<file path="config.mk">
export PLATFORM = sky130hd
export DESIGN_NAME = countdown_timer
export DESIGN_NICKNAME = d
export VERILOG_FILES = /design/src/rtl/countdown_timer.sv
export SDC_FILE = /design/constraint.sdc
export NUM_CORES = 1
export LEC_CHECK = 0
export ABC_AREA = 1
export BUFFER_PORTS_ARGS = -buffer_cell sky130_fd_sc_hd__buf_2
export CAP_MARGIN = 30
export CORE_ASPECT_RATIO = 1.25
export CORE_MARGIN = 2
export CORE_UTILIZATION = 40
export DETAILED_ROUTE_END_ITERATION = 6
export HOLD_SLACK_MARGIN = 0.06
export PLACE_DENSITY = 0.63
export SLEW_MARGIN = 0
export SYNTH_ARGS = -nofsm -noshare
export SYNTH_HDL_FRONTEND = slang
export SYNTH_SLANG_ARGS = --single-unit
</file>
<file path="constraint.sdc">
create_clock -name clk -period 5.4 [get_ports clk]
set_input_delay 1.62 -clock clk [delete_from_list [all_inputs] [get_ports clk]]
set_output_delay 1.62 -clock clk [all_outputs]
set_load 0.02 [all_outputs]
</file>
<file path="src/rtl/countdown_timer.sv">
// Countdown timer core: BCD mm:ss count, button-driven set/run/pause FSM and
// 1 Hz prescaler feeding the seven-segment driver. All outputs are registered.
module countdown_timer #(
    parameter int TICK_DIV = 100_000_000
) (
    input  logic       clk,
    input  logic       rst,
    input  logic       btn_mode_i,
    input  logic       btn_inc_i,
    input  logic       btn_start_i,
    output logic [7:0] min_o,
    output logic [7:0] sec_o,
    output logic [1:0] flick_o,
    output logic       time_out_o,
    output logic [2:0] state_o
);

    localparam int PW = $clog2(TICK_DIV);
    localparam logic [PW-1:0] PRE_MAX = PW'(TICK_DIV - 1);

    typedef enum logic [2:0] {
        S_IDLE    = 3'd0,
        S_SET_MIN = 3'd1,
        S_SET_SEC = 3'd2,
        S_RUN     = 3'd3,
        S_PAUSE   = 3'd4,
        S_DONE    = 3'd5
    } state_t;

    state_t        state_q, state_d;
    logic [7:0]    min_q, min_d, sec_q, sec_d;
    logic [7:0]    pmin_q, pmin_d, psec_q, psec_d;
    logic [PW-1:0] pre_q, pre_d;
    logic          prev_mode, prev_inc, prev_start;
    logic          press_mode, press_inc, press_start;
    logic [1:0]    flick_d;
    logic          time_out_d;
    logic [7:0]    dec_min, dec_sec;
    logic          count_zero;

    function automatic logic [7:0] bcd_inc59(input logic [7:0] v);
        if (v == 8'h59) return 8'h00;
        if (v[3:0] == 4'd9) return {v[7:4] + 4'd1, 4'd0};
        return {v[7:4], v[3:0] + 4'd1};
    endfunction

    // 00 wraps to 59; only reached for seconds, minutes are nonzero whenever sec borrows
    function automatic logic [7:0] bcd_dec59(input logic [7:0] v);
        if (v[3:0] != 4'd0) return {v[7:4], v[3:0] - 4'd1};
        if (v[7:4] != 4'd0) return {v[7:4] - 4'd1, 4'd9};
        return 8'h59;
    endfunction

    assign press_mode  = btn_mode_i  & ~prev_mode;
    assign press_inc   = btn_inc_i   & ~prev_inc;
    assign press_start = btn_start_i & ~prev_start;

    always_ff @(posedge clk) begin
        if (rst) begin
            state_q    <= S_IDLE;
            min_q      <= 8'h00;
            sec_q      <= 8'h00;
            pmin_q     <= 8'h00;
            psec_q     <= 8'h00;
            pre_q      <= '0;
            flick_o    <= 2'b00;
            time_out_o <= 1'b0;
            prev_mode  <= 1'b1;
            prev_inc   <= 1'b1;
            prev_start <= 1'b1;
        end else begin
            state_q    <= state_d;
            min_q      <= min_d;
            sec_q      <= sec_d;
            pmin_q     <= pmin_d;
            psec_q     <= psec_d;
            pre_q      <= pre_d;
            flick_o    <= flick_d;
            time_out_o <= time_out_d;
            prev_mode  <= btn_mode_i;
            prev_inc   <= btn_inc_i;
            prev_start <= btn_start_i;
        end
    end

    always_comb begin
        state_d    = state_q;
        min_d      = min_q;
        sec_d      = sec_q;
        pmin_d     = pmin_q;
        psec_d     = psec_q;
        pre_d      = pre_q;
        dec_sec    = bcd_dec59(sec_q);
        dec_min    = (sec_q == 8'h00) ? bcd_dec59(min_q) : min_q;
        count_zero = ({min_q, sec_q} == 16'h0000);
        unique case (state_q)
            S_IDLE, S_SET_MIN, S_SET_SEC: begin
                if (press_start) begin
                    if (!count_zero) begin
                        state_d = S_RUN;
                        pmin_d  = min_q;
                        psec_d  = sec_q;
                        pre_d   = '0;
                    end
                end else if (press_mode) begin
                    state_d = (state_q == S_IDLE)    ? S_SET_MIN :
                              (state_q == S_SET_MIN) ? S_SET_SEC : S_IDLE;
                end else if (press_inc) begin
                    if (state_q == S_SET_MIN) min_d = bcd_inc59(min_q);
                    if (state_q == S_SET_SEC) sec_d = bcd_inc59(sec_q);
                end
            end
            S_RUN: begin
                // a start landing on a tick edge pauses first; the tick is taken after resume
                if (press_start) begin
                    state_d = S_PAUSE;
                end else if (pre_q == PRE_MAX) begin
                    pre_d = '0;
                    min_d = dec_min;
                    sec_d = dec_sec;
                    if ({dec_min, dec_sec} == 16'h0000) state_d = S_DONE;
                end else begin
                    pre_d = pre_q + PW'(1);
                end
            end
            S_PAUSE: begin
                if (press_start) begin
                    state_d = S_RUN;
                end else if (press_mode) begin
                    state_d = S_IDLE;
                    min_d   = pmin_q;
                    sec_d   = psec_q;
                    pre_d   = '0;
                end
            end
            S_DONE: begin
                if (press_start || press_mode) begin
                    state_d = S_IDLE;
                    min_d   = pmin_q;
                    sec_d   = psec_q;
                end
            end
            default: state_d = S_IDLE;
        endcase
    end

    always_comb begin
        flick_d    = 2'b00;
        time_out_d = 1'b0;
        unique case (state_d)
            S_SET_MIN: flick_d = 2'b10;
            S_SET_SEC: flick_d = 2'b01;
            S_PAUSE:   flick_d = 2'b11;
            S_DONE:    time_out_d = 1'b1;
            default:   flick_d = 2'b00;
        endcase
    end

    assign min_o   = min_q;
    assign sec_o   = sec_q;
    assign state_o = state_q;

endmodule

</file>
# After elaboration in Yosys (flattened, before gate mapping)
# Cells that the tools add are included.
# word_totals
mem_count	0
output_inout_bits	22
latch_bits	0
input_bits	5
rom_bits	0
ram_bits	0
word_cells	165
ff_bits	68
# op_classes
n_addsub	9
multipliers	0
reduce_logical	18
order_cmp	0
mux	90
n_bitwise	7
n_eq_ne	28
shifts	0
div	0
# ops
cell	count
$mux 8	35
$mux 27	6
$pmux 27 s3	1
$pmux 8 s4	2
$mux 1	33
$logic_not 16->1	2
$add 27x1->27 const B	1
$eq 27x27->1 const B	1
$mux 3	9
$ne 2x2->1 const B	12
$reduce_and 11->1	2
$reduce_and 10->1	2
$reduce_bool 4->1	5
$add 4x1->4 const B	4
$eq 8x7->1 const B	2
$sub 4x1->4 const B	4
$eq 3x3->1 const B	4
$pmux 3 s4	1
$eq 3x2->1 const B	3
$eq 4x4->1 const B	2
$logic_not 8->1	1
$eq 3x1->1 const B	2
$ne 3x3->1 const B	2
$pmux 2 s3	1
9 further kinds	15

# Logic depth before layout (Yosys ltp)
# depth
depth_word	20
ltp_mapped	17
mapped_depth_nobuf	17

# Worst setup path before layout
# OpenSTA, ideal clock, no wires.
# synth_timing
path_type	input to register
start	in btn_start_i
end	reg min_q[4], in the netlist min_o[4]
path_stages	11
arrival_time_ps	2843
path_buffers	0
slack_ps	2425
cell_sequence	inv_2 > nor2_4 > inv_2 > nand4_1 > nor2_1 > a211oi_2 > nand3_1 > a21oi_4 > nand2_1 > nand2_1 > a21oi_1
# synth_between
elab_chain_cells	4
# synth_lines
element	line	text
from (decl)	10	input logic btn_start_i,
$and 1x1->1 *	56	assign press_start = btn_start_i & ~prev_start;
$logic_or 1x1->1	137	if (press_start || press_mode) begin
$ne 2x2->1 (no source line)	n/a	
$reduce_and 11->1 (no source line) *	n/a	
to (signal assigned)	73	min_q <= min_d;
to (decl)	31	logic [7:0] min_q, min_d, sec_q, sec_d;
# Every way passes the cells marked *; elsewhere a longest branch is shown, timed or not.
# A chain may end at the register's enable or synchronous reset.

# Worst setup path in the final report
# Same ends and word-level chain as after synthesis.

==> qor.txt <==
CTS tree -> done
Clock Skews -> 10.1 ps
PnR worst setup slack -> 2410 ps
Setup repair after global routing missed its margin -> no
Number of flops mapped to enable cells by yosys -> 0
DP Cell Count -> 772
CP peak stage delay -> 280 ps
Remaining DRCs -> 0
Synth Area in Adders -> 4.95%
Slew @ Worst Pin -> 785 ps
Dpl hpwl -> 8510 um
Place WS -> 2050 ps
Largest net degree at the start of global routing -> 34
Largest family of logic cells by synthesized area -> simple AND/OR/NAND/NOR gates
Fmax -> 334 MHz
Worst Path Max Fanout -> 10
Clk_lat worst skew -> 340 ps
Top delay family on crit path -> simple AND/OR/NAND/NOR gates
Layout cells sized above 1 -> 13.1%
PortBufs -> 26
Distinct cells, synth -> 47
Tot Pwr -> 1.31 mW
Top-Level Pins -> 27
GRT Util Overall -> 19.9%
Pint -> 0.910 mW
Drt via density -> 5.43
Area Growth Syn to Fin -> 11.1%
Initial Utilization -> 40.9%
Post-Syn Instances -> 632
Most used DFF post-synth -> dfxtp_1
First-iteration detailed-routing DRC count -> 202
Setup Total Neg Slack -> 0 ps
Cts hold-fix bufs -> 0
Final nets -> 673
Die height -> 120 um
Synth Register Bits -> 68
Routability Congestion -> 0.917
Combinational share of power -> 17.6%
1st-pass router iterations -> 5
Static Leak -> 1.91 nW
Core Box Area -> 0.0105 mm2
GRT overflow -> 0
Clk pwr share -> 41.5%
Multiplexer share of the synthesized area -> 0%
Worst Reg-to-Reg Cells -> 12
Average wire per standard cell -> 14.4 um
Crit path cell chain -> buf_2, inv_2, nor2_4, inv_2, nand4_1, nor2_1, a211oi_2, nand3_1, a21oi_4, nand2_1, nand2_1, a21oi_1
CP max stage cell -> a21oi_4
Worst Setup Start Kind -> primary input
Total Wirelength -> 11,400 um
Avg Synthesized Cell Area -> 6.80 um2
TritonCTS buffer count -> 9
Maximum clock path buffer count -> 2
Die Width -> 96.7 um
Sw Share -> 30.4%
Post-CTS sizing -> 0
Compound-Gate Fraction of Synth Area -> 19.2%
Vias in the first global route -> 4,135
Final hold viol count -> 0
Initial antenna violation count -> 0
Stages on worst setup path -> 12
Fin crit period -> 2990 ps
Critical path class -> in -> reg
Worst-path clk slew -> 60 ps
Yosys warns -> 0
Post-CTS Repair Setup Buffers -> 0
First-pass GRT wire length -> 18,900 um
CTS sink count -> 68
Max Slew Vio Count -> 0
Post-synthesis sequential area ratio -> 31.7%
Crit share post-route -> 55.4%
Final Cell Area -> 0.00478 mm2
Outcome -> finished clean
Die area -> 0.0116 mm2
Routed Antenna Nets -> 0
Max_slew headroom -> 47.6%
Synth Area in XOR/XNOR -> 2.65%
PwrDens -> 274 mW/mm2
Layout Cells excl Fill -> 788
Post-DP Area -> 0.00451 mm2
Hold Worst Slack -> 481 ps
Bufs and invs on worst path -> 3
Synthesized area -> 0.00430 mm2
# diodes -> 0
WHS Path Cells -> 1
Net Count, Synth -> 654
Simple-gate portion of the synthesized area -> 32.6%
Setup Viol. Count Final -> 0
Max cap viols -> 0
Worst Hold Class -> reg -> reg
Ys async rst share -> 0%
Root buffer cell -> clkbuf_16
Crit path capture type -> flip-flop
Core Util, Final -> 45.5%
Psw -> 0.398 mW
DR vias -> 4,279
# rows -> 42
CP required -> 5610 ps
CTS H-tree depth -> 3
Worst path arrival time -> 3200 ps
Sequential share of power -> 40.9%
Max VDD drop -> 136 uV
-- area by class of cell --
class	count	area (um2)
clock buffer	11	243
clock inverter	5	27.5
fill	1045	5730
inverter	78	298
multi-input combinational	468	2550
sequential	68	1360
tap	132	165
timing repair buffer	26	130
-- worst paths after layout --
kind,from,to,slack (ps)
worst max-delay path,btn_start_i,min_o[4],2410
worst min-delay path,pre_q[4],pre_q[4],480
worst min register to register,pre_q[4],pre_q[4],480
worst max register to register,sec_o[0],pre_q[15],2810
-- layout by cell type, fill, tap and decap left out, drive strengths merged, types with 2 or more instances in the layout --
cell type  Yosys  final
nand2        116    116
nor2          89     89
inv           78     78
dfxtp         68     68
o21ai         60     60
nand3         54     54
a21oi         50     50
buf            6     26
nor3          18     18
ha            17     17
nand4         13     13
clkbuf        12     11
xor2           8      8
a22oi          6      6
a211oi         6      6
nor4           5      5
xnor2          5      5
o211ai         4      4
clkinv         0      4
a31oi          3      3
a2bb2oi        3      3
o221ai         3      3
a221oi         2      2
or2            2      2
-- power groups by stage --
stage / Sequential [mW] / Combinational [mW] / Clock [mW]
after floorplan: 0.551 / 0.177 / 0
after global placement: 0.546 / 0.225 / 0
after detailed placement: 0.546 / 0.228 / 0
after CTS: 0.536 / 0.230 / 0.552
after global routing: 0.538 / 0.261 / 0.572
final: 0.536 / 0.230 / 0.543
-- state kept, by name, indices dropped and copies added (netlist names) --
| register | flops |
|---|---|
| pre_q | 27 |
| min_o | 8 |
| pmin_q | 8 |
| psec_q | 8 |
| sec_o | 8 |
| state_o | 3 |
| flick_o | 2 |
| prev_inc | 1 |
| prev_mode | 1 |
| prev_start | 1 |
| time_out_o | 1 |
-- kinds of logic (layout without fill, tap and decap cells) --
family / after synthesis / in the layout
xor+xnor: 13 / 13
flops: 68 / 68
compound gates: 140 / 140
buf+inv: 96 / 120
simple gates: 298 / 298
fa+ha+maj: 17 / 17
-- metal layers --
layer | routed length (um) | vias to the layer above | track usage, %
li1 | - | 2163 | -
met1 | 4650 | 1980 | 22.0
met2 | 5860 | 106 | 35.9
met3 | 539 | 30 | 3.96
met4 | 331 | 0 | 10.6
met5 | 0 | - | 0
-- Yosys cell counts, types with 2 or more instances --
| library cell | number | area share (%) |
|---|---|---|
| inv_2 | 11 | 0.96 |
| ha_1 | 17 | 4.9 |
| dfxtp_1 | 68 | 32 |
| buf_2 | 3 | 0.35 |
| a211oi_1 | 4 | 0.70 |
| a211oi_2 | 2 | 0.58 |
| o211ai_1 | 4 | 0.70 |
| nor2_4 | 4 | 1.0 |
| xor2_1 | 8 | 1.6 |
| clkbuf_1 | 12 | 1.0 |
| o221ai_1 | 3 | 0.61 |
| a31oi_1 | 3 | 0.44 |
| nand4_1 | 13 | 1.9 |
| buf_4 | 2 | 0.35 |
| nand2_4 | 3 | 0.79 |
| o21ai_1 | 13 | 1.5 |
| nor3_2 | 3 | 0.70 |
| nor2_2 | 5 | 0.73 |
| nand2_2 | 5 | 0.73 |
| nor4_1 | 5 | 0.73 |
| inv_1 | 65 | 5.7 |
| o21ai_0 | 45 | 5.2 |
| a22oi_1 | 6 | 1.0 |
| nor2_1 | 79 | 6.9 |
| nand2_1 | 108 | 9.4 |
| a221oi_1 | 2 | 0.41 |
| a2bb2oi_1 | 3 | 0.61 |
| nand3_1 | 52 | 6.1 |
| a21oi_1 | 48 | 5.6 |
| inv_4 | 2 | 0.29 |
| xnor2_1 | 5 | 1.0 |
| nor3_1 | 14 | 1.6 |
Power figures use the tool's default switching activity.
